--- config.mk ---
export PLATFORM = sky130hd
export DESIGN_NAME = fetch_stage
export DESIGN_NICKNAME = d
export VERILOG_FILES = /design/src/rtl/riscv_pkg.sv /design/src/rtl/if_id_reg.sv /design/src/rtl/fetch_stage.sv
export SDC_FILE = /design/constraint.sdc
export NUM_CORES = 1
export LEC_CHECK = 0
export BUFFER_PORTS_ARGS = -buffer_cell sky130_fd_sc_hd__buf_4
export CAP_MARGIN = 20
export CORE_MARGIN = 3
export CORE_UTILIZATION = 49
export CTS_CLUSTER_SIZE = 25
export DETAILED_ROUTE_END_ITERATION = 6
export GPL_ROUTABILITY_DRIVEN = 0
export HOLD_SLACK_MARGIN = 0.05
export PLACE_DENSITY = 0.84
export REMOVE_ABC_BUFFERS = 1
export SKIP_LAST_GASP = 1
export SLEW_MARGIN = 10
export SYNTH_ARGS = -nofsm -noshare
export SYNTH_HDL_FRONTEND = slang
export SYNTH_SLANG_ARGS = --single-unit
--- constraint.sdc ---
create_clock -name clk -period 2.3 [get_ports clk]
set_input_delay 0.345 -clock clk [delete_from_list [all_inputs] [get_ports clk]]
set_output_delay 0.345 -clock clk [all_outputs]
set_load 0.01 [all_outputs]
--- src/rtl/riscv_pkg.sv ---
// Shared definitions for the 3-stage RV32I pipeline: datapath width,
// canonical NOP, reset PC and the IF/ID pipeline register layout.
package riscv_pkg;

  localparam int          XLEN             = 32;
  localparam logic [31:0] NOP_INST         = 32'h0000_0013;
  localparam logic [31:0] RESET_PC_DEFAULT = 32'h0000_0000;

  typedef struct packed {
    logic [XLEN-1:0] pc;
    logic [XLEN-1:0] pc4;
    logic [XLEN-1:0] inst;
    logic            valid;
  } if_id_t;

  // A bubble carries a NOP so decode never sees a stale or undefined word.
  function automatic if_id_t if_id_bubble();
    if_id_t b;
    b.pc    = {XLEN{1'b0}};
    b.pc4   = {XLEN{1'b0}};
    b.inst  = NOP_INST;
    b.valid = 1'b0;
    return b;
  endfunction

endpackage

--- src/rtl/if_id_reg.sv ---
// IF/ID pipeline register: bubble has priority over load, otherwise hold.
// Resets asynchronously to the bubble value.
module if_id_reg
  import riscv_pkg::*;
(
  input  logic   clk,
  input  logic   rst_n,
  input  logic   load_i,
  input  logic   bubble_i,
  input  if_id_t d_i,
  output if_id_t q_o
);

  if_id_t q_q;

  // IF/ID storage with bubble/load/hold control
  always_ff @(posedge clk or negedge rst_n) begin
    if (!rst_n) begin
      q_q <= if_id_bubble();
    end else if (bubble_i) begin
      q_q <= if_id_bubble();
    end else if (load_i) begin
      q_q <= d_i;
    end else begin
      q_q <= q_q;
    end
  end

  assign q_o = q_q;

endmodule

--- src/rtl/fetch_stage.sv ---
// Instruction-fetch stage: owns the PC, drives the combinational imem address,
// fills IF/ID and tracks redirect misalignment, out-of-range faults and fetch count.
module fetch_stage
  import riscv_pkg::*;
#(
  parameter int                REG_SIZE   = XLEN,
  parameter logic [XLEN-1:0]   RESET_PC   = RESET_PC_DEFAULT,
  parameter int                IMEM_WORDS = 256
) (
  input  logic                clk,
  input  logic                rst_n,
  input  logic                stall_i,
  input  logic                br_taken_i,
  input  logic [REG_SIZE-1:0] br_target_i,
  output logic [REG_SIZE-1:0] imem_addr_o,
  input  logic [REG_SIZE-1:0] imem_inst_i,
  output logic [REG_SIZE-1:0] pc_d_o,
  output logic [REG_SIZE-1:0] pc4_d_o,
  output logic [REG_SIZE-1:0] inst_d_o,
  output logic                valid_d_o,
  output logic                misalign_o,
  output logic                fetch_fault_o,
  output logic [31:0]         fetch_cnt_o
);

  localparam logic [REG_SIZE-3:0] IMEM_WORDS_W = (REG_SIZE-2)'(IMEM_WORDS);

  logic [REG_SIZE-1:0] pc_q, pc_d;
  logic                misalign_q, misalign_d;
  logic                fault_q, fault_d;
  logic [31:0]         cnt_q, cnt_d;
  logic                in_range_s;
  logic                load_s, bubble_s;
  if_id_t              if_id_in_s, if_id_out_s;

  assign in_range_s = (pc_q[REG_SIZE-1:2] < IMEM_WORDS_W);

  // Next-state selection: redirect > stall > in-range fetch > fault
  always_comb begin
    pc_d       = pc_q;
    misalign_d = 1'b0;
    fault_d    = fault_q;
    cnt_d      = cnt_q;
    load_s     = 1'b0;
    bubble_s   = 1'b0;
    if (br_taken_i) begin
      pc_d       = {br_target_i[REG_SIZE-1:2], 2'b00};
      bubble_s   = 1'b1;
      misalign_d = |br_target_i[1:0];
    end else if (stall_i) begin
      pc_d = pc_q;
    end else if (in_range_s) begin
      pc_d   = pc_q + REG_SIZE'(4);
      load_s = 1'b1;
      cnt_d  = cnt_q + 32'd1;
    end else begin
      bubble_s = 1'b1;
      fault_d  = 1'b1;
    end
  end

  // Out-of-range words are never captured, so an undriven memory cannot leak X
  always_comb begin
    if_id_in_s.pc    = pc_q;
    if_id_in_s.pc4   = pc_q + REG_SIZE'(4);
    if_id_in_s.valid = 1'b1;
    if (in_range_s) begin
      if_id_in_s.inst = imem_inst_i;
    end else begin
      if_id_in_s.inst = NOP_INST;
    end
  end

  // PC, flags and fetch counter
  always_ff @(posedge clk or negedge rst_n) begin
    if (!rst_n) begin
      pc_q       <= RESET_PC;
      misalign_q <= 1'b0;
      fault_q    <= 1'b0;
      cnt_q      <= 32'd0;
    end else begin
      pc_q       <= pc_d;
      misalign_q <= misalign_d;
      fault_q    <= fault_d;
      cnt_q      <= cnt_d;
    end
  end

  if_id_reg u_if_id_reg (
    .clk      (clk),
    .rst_n    (rst_n),
    .load_i   (load_s),
    .bubble_i (bubble_s),
    .d_i      (if_id_in_s),
    .q_o      (if_id_out_s)
  );

  assign imem_addr_o   = pc_q;
  assign pc_d_o        = if_id_out_s.pc;
  assign pc4_d_o       = if_id_out_s.pc4;
  assign inst_d_o      = if_id_out_s.inst;
  assign valid_d_o     = if_id_out_s.valid;
  assign misalign_o    = misalign_q;
  assign fetch_fault_o = fault_q;
  assign fetch_cnt_o   = cnt_q;

endmodule

==> reports/results.tsv, run 1 <==
metric	value	unit
status	completed	
dpl-instance-area	0.00815	mm²
final-setup-viol-count	0	
drcViolationCount	0	
ys_types	41	
crit_chain	or4_4, nor4_2, nand4_1, buf_4, nor3_1, xnor2_1	
cp-start-kind	flop	
drtIter0Drc	319	
cts.sinks	157	
synthFlopType	dfrtp_1	
cpPeakStageDelay	580	ps
ys_seq_area_frac	0.632	
crit_arrival	2510	ps
fin_worst_skew	5.63	ps
rsz0062_at_grt	yes	
grt_pass1_vias	4994	
min_period	2180	ps
crit_required	2630	ps
synthToLayoutAreaGrowth	42.1	%
cts_root_buffer	clkbuf_16	
hold_viol	0	
min_path_type	primary input to flop	
cp_slowest_cell	or4_4	
synth_seq_cells	157	
drive_above_1_share	0.434	
fin_area	0.00884	mm²
io_pins	231	
cap_violations	0	
nets	798	
p_comb_frac	0.065	
p_leak	4.47	nW
io_buffers	224	
cts_made_buffers	17	
insertion_delay	420	ps
fp.dieW	119	µm
max_freq	0.459	GHz
firstDrtPassIters	4	
seq_power_share	0.447	
sw_frac_of_total	0.206	
worst-setup-path-type	flop to flop	
mostFrequentLayoutCells	buf_4, dfrtp_1, and2_1, a22o_1, nand2_1	
power_frac_clock	0.488	
rows	40	
whs	137	ps
synth_edf_count	0	
cts_max_level	4	
dp_hpwl	11.7	mm
ant_nets	0	
grt_first_pass_wirelength	26.3	mm
initial_core_util	0.510	
setup_tns	0	ps
p_switching	1.33	mW
critPathMaxFanout	6	
drt-wirelength-per-cell	17.6	µm
grt_overflow	0	
dieHeight	119	µm
async_reset_ff_frac	1.00	
cellPowerDensity	728	mW/mm²
max-vdd-ir-drop	0.541	mV
vias	4727	
slew-limit-headroom	0.643	
wl	15.9	mm
cp-end-kind	flop	
drv_slew	0	
cts_tree	built	
fin_crit_sh	0.948	
avgSynthCellArea	12.7	µm²
tightest_slew	536	ps
synth_warnings	0	
via_per_inst	5.21	
cts_max_path_buffers	2	
clk_transition_reported_paths	60	ps
grt_max_degree	58	
synthesis.instances	490	
antenna_found_initial	0	
n_antenna_cell	0	
fp.dieArea	0.0141	mm²
synthesis.area	0.00622	mm²
core	0.0122	mm²
final_common_cell	buf_4	
track_usage	0.234	
power.internal	5.11	mW
layer usage:
metal	wire length (µm)	share of wire	track usage
met1	6220	0.39	0.281
met2	8140	0.51	0.397
met3	1210	0.076	0.0713
met4	346	0.022	0.0920
met5	0	0	0
layout make-up:
type                       count  area [µm²]
sequential                   157        3930
fill                         849        3370
multi-input combinational    301        2140
timing repair buffer         245        1870
clock buffer                  19         453
clock inverter                11         214
tap                          168         210
inverter                       6        22.5
cell families (layout without fill, tap and decap cells):
family / Yosys count / after routing / share of synthesized area
flip-flops: 157 / 157 / 0.632
other: 1 / 6 / 0.000603
AND/OR/NAND/NOR: 165 / 165 / 0.156
XOR/XNOR: 45 / 45 / 0.0645
buffers and inverters: 37 / 281 / 0.0296
adder cells (fa/ha/maj): 2 / 2 / 0.00402
multiplexers: 22 / 22 / 0.0396
AO/OA/AOI/OAI: 61 / 61 / 0.0742
flip-flops by register name (all words and copies together), names as in the netlist:
| register | count |
|---|---|
| imem_addr_o | 30 |
| fetch_fault_o | 1 |
| u_if_id_reg.q_o | 93 |
| misalign_o | 1 |
| fetch_cnt_o | 32 |
worst max-delay path, delay by kind of cell, from the launching register on:
family,cells,cell delay [ps]
xor+xnor,1,150
flops,1,390
simple gates,4,1350
buf+inv,1,200
cell usage after synthesis, types with 2 or more instances:
cell      count  area (µm²)
nor2_1       17        63.8
buf_4         6        45.0
dfrtp_1     154        3850
and3_1        3        18.8
nand4_1      13        81.3
and2_1       47         294
xnor2_1      28         245
inv_1         6        22.5
nand2_1      35         131
clkbuf_1     19        71.3
nor4_2        4        50.1
dfstp_2       3        78.8
mux2_2       21         236
a22o_1       38         333
or4_4         4        45.0
o22a_1        3        26.3
nand3_1      16        80.1
and4_1        2        17.5
o21ai_0       9        45.0
or2_2         3        18.8
o21ai_1       8        40.0
ha_1          2        25.0
nor3_1        7        35.0
nor4_1        3        18.8
nor3_2        4        40.0
a21oi_1       2        10.0
xor2_1       16         140
buf_2         4        20.0
power groups by stage:
stage	sequential [mW]	combinational [mW]	clock (mW)
6_report	2.88	0.416	3.14
4_1_cts	2.88	0.424	3.19
3_5_place_dp	2.93	0.419	0
2_1_floorplan	2.94	0.110	0
3_3_place_gp	2.92	0.407	0
5_1_grt	2.89	0.455	3.34
through the flow:
| stage | std cells | util | power, mW | setup slack (ps) |
|---|---|---|---|---|
| final | 907 | 0.724 | 6.43 | 119 |
| after global placement | 875 | 0.668 | 3.33 | 159 |
| after detailed placement | 875 | 0.668 | 3.34 | 115 |
| after global routing | 907 | 0.724 | 6.68 | -2.92 |
| after floorplan | 464 | - | 3.05 | -943 |
| after CTS | 906 | 0.723 | 6.49 | 15.7 |
path summary, 6_finish.rpt:
path                       cells after the start  slack [ps]                        start                              to
max reg2reg                                    6         120  imem_addr_o[23]$_DFFE_PN0P_     fetch_cnt_o[30]$_DFFE_PN0P_
max                                            6         120  imem_addr_o[23]$_DFFE_PN0P_     fetch_cnt_o[30]$_DFFE_PN0P_
min                                            2         140               br_target_i[0]            misalign_o$_DFF_PN0_
min in group asynchronous                      2         480                        rst_n     fetch_cnt_o[24]$_DFFE_PN0P_
max in group asynchronous                      3        1090                        rst_n  u_if_id_reg.q_o[5]$_DFFE_PN1P_
min reg2reg                                    1         490    fetch_fault_o$_DFFE_PN0P_       fetch_fault_o$_DFFE_PN0P_
what timing repair did:
| item | CTS | global route |
|---|---|---|
| hold buffers | 1 | 0 |
| setup buffers | 0 | 1 |
| endpoints found under the hold margin | 52 | 0 |
| gates resized for setup | 0 | 1 |
| setup endpoints to repair | 0 | 11 |
No activity file was read; power rests on OpenSTA's default activity.
==> inputs of run 2 (changes only) <==
- CORE_MARGIN: 3 -> default
==> run 2 against run 1 <==
Die area decreased by 6.6%. Sequential share of layout area increased by 0.17 points. Count of clock-buffer cells in the layout increased by 6. Non-clock buffer count decreased by 3. Via count decreased by 1.8%. Sequential power about the same. Register-to-register slack got worse by 20 ps. Worst setup slack got worse by 19 ps. Combinational power about the same. Critical endpoint is now imem_addr_o[3]$_DFFE_PN0P_. Largest cell class unchanged. Highest routed layer unchanged.
==> reports/results.tsv, run 2 (same netlist as run 1, synthesis figures left out) <==
metric	value	unit	change
status	completed		
core	0.0122	mm²	unchanged
grt_first_pass_wirelength	24.4	mm	-7.2%
drv_slew	0		unchanged
max-vdd-ir-drop	0.515	mV	-5.0%
cts.sinks	157		unchanged
setup_tns	0	ps	unchanged
cts_max_path_buffers	2		unchanged
grtUsageMet2	0.412		+0.0149
drive_above_1_share	0.427		-0.00696
vias	4640		-1.8%
cellPowerDensity	711	mW/mm²	-2.3%
final_common_cell	buf_4		
met1_usage	0.295		+0.0142
fin_crit_sh	0.956		+0.00829
mostFrequentLayoutCells	buf_4, dfrtp_1, and2_1, a22o_1, nand2_1		
final-setup-viol-count	0		unchanged
grt-busiest-layer	met2		
wl	15.2	mm	-4.3%
track_usage	0.243		+0.00891
ant_nets	0		unchanged
cpPeakStageDelay	590	ps	about the same
drcViolationCount	0		unchanged
crit_chain	or4_4, or4_4, nor2_2, mux2i_1, o21ai_1		
use_met3	0.0783		+0.00706
sw_frac_of_total	0.204		-0.00185
seq_power_share	0.459		+0.012
worstReg2RegStart	imem_addr_o[23]$_DFFE_PN0P_		
grt_pass1_vias	4789		-4.1%
cp-start-kind	flop		
fin_worst_skew	10.3	ps	+4.65 ps
cap_violations	0		unchanged
critPathLaunch	imem_addr_o[23]$_DFFE_PN0P_		
worst-setup-path-type	flop to flop		
cts_tree	built		
dp_hpwl	10.8	mm	-7.3%
initial_core_util	0.510		unchanged
hold_viol	0		unchanged
dieHeight	115	µm	-3.4%
crit_top_cell	or4_4		
nets	795		-0.38%
tightest_slew	587	ps	+51.0 ps
largest_register_ffs	93		unchanged
post-place-ws	42.7	ps	-72.5 ps
cts_root_buffer	clkbuf_16		
p_comb_frac	0.067		+0.002
io_pins	231		unchanged
critPathMaxFanout	7		+1
clk_transition_reported_paths	60	ps	about the same
via_per_inst	5.13		-1.6%
n_antenna_cell	0		unchanged
synthToLayoutAreaGrowth	41.6	%	
hold_start	br_target_i[0]		
worst_slack	100	ps	-19.1 ps
drtIter0Drc	277		-13%
crit_arrival	2480	ps	-30 ps
crit_required	2580	ps	-50 ps
fp.dieW	115	µm	-3.4%
drt-wirelength-per-cell	16.8	µm	-4.1%
power.internal	4.98	mW	-2.4%
fill_cells	878		+3.4%
cts_made_buffers	17		unchanged
min_path_type	primary input to flop		
cp_slowest_cell	or4_4		
max_freq	0.455	GHz	-0.87%
min_period	2200	ps	+19.1 ps
antenna_found_initial	0		unchanged
io_buffers	224		unchanged
slew-limit-headroom	0.609		-0.0340
p_switching	1.28	mW	-3.5%
cts_max_level	4		unchanged
rsz0062_at_grt	no		
firstDrtPassIters	5		+1
grt_overflow	0		unchanged
cp-end-kind	flop		
p_leak	4.46	nW	-0.39%
rows	40		unchanged
fp.dieArea	0.0132	mm²	-6.6%
critical_path.top_delay_family	simple AND/OR/NAND/NOR gates		
grt_max_degree	91		+57%
insertion_delay	410	ps	about the same
power_frac_clock	0.474		-0.014
critPathBufInv	0		-1
## run 2: cell types whose count changed in the layout (fill, tap and decap cells not counted), moves of 2 or more
cell        change
clkinvlp_4      -2
clkbuf_8        +3
clkbuf_1        +3
bufinv_16       -2
buf_12          +2
buf_4           -5
## run 2: repair_timing
| item | in CTS | in global routing |
|---|---|---|
| buffers inserted | 1 | 0 |
| hold buffers | 1 | 0 |
| pin swaps | 1 | 0 |
| hold endpoints to repair | 53 | 0 |
| resized for setup | 0 | 1 |
| endpoints found under the setup margin | 1 | 10 |
## run 2: worst reg2reg max path: cells and delay by family (launching register included)
family / cells / cell delay, ps
flops: 1 / 400
mux: 1 / 220
simple gates: 3 / 1370
compound gates: 1 / 70
## run 2: layout make-up
| class | count | area (µm²) | share of cell area |
|---|---|---|---|
| inverters | 6 | 22.5 | 0.00256 |
| repair buffers | 242 | 1870 | 0.213 |
| flip-flops and latches | 157 | 3930 | 0.446 |
| multi-input cells | 301 | 2140 | 0.242 |
| clock inverters | 6 | 130 | 0.0148 |
| clock buffers | 25 | 505 | 0.0574 |
| well taps | 168 | 210 | 0.0239 |
## run 2: worst paths after layout
path	slack (ps)	depth (start not counted)	end
worst max-delay path	100	5	imem_addr_o[3]$_DFFE_PN0P_
worst min-delay path	140	2	misalign_o$_DFF_PN0_
worst max register to register	100	5	imem_addr_o[3]$_DFFE_PN0P_
worst min register to register	490	1	u_if_id_reg.q_o[60]$_DFFE_PN0P_
max in group asynchronous	1130	3	u_if_id_reg.q_o[91]$_DFFE_PN0P_
min in group asynchronous	490	2	u_if_id_reg.q_o[16]$_DFFE_PN0P_
## run 2: stage by stage
step	util	power (mW)	std cells	hold slack (ps)	area [µm²]
2_1_floorplan	-	3.05	464	49.4	6080
5_1_grt	0.721	6.47	905	118	8810
3_5_place_dp	0.668	3.34	872	360	8160
4_1_cts	0.721	6.31	905	117	8810
3_3_place_gp	0.668	3.33	872	349	8160
6_report	0.721	6.26	905	141	8810
## run 2: layer usage
| metal | vias up | wire (µm) |
|---|---|---|
| met2 | 181 | 7810 |
| met1 | 2294 | 6170 |
| met4 | 0 | 147 |
| met5 | - | 0 |
| met3 | 12 | 1110 |
| li1 | 2153 | - |
## run 2: power groups by stage
stage                     clock network [mW]  registers (mW)  logic, mW
after floorplan                            0            2.94      0.110
after CTS                               3.01            2.88      0.424
after global routing                    3.14            2.88      0.455
final                                   2.97            2.88      0.418
after detailed placement                   0            2.92      0.420
after global placement                     0            2.92      0.408
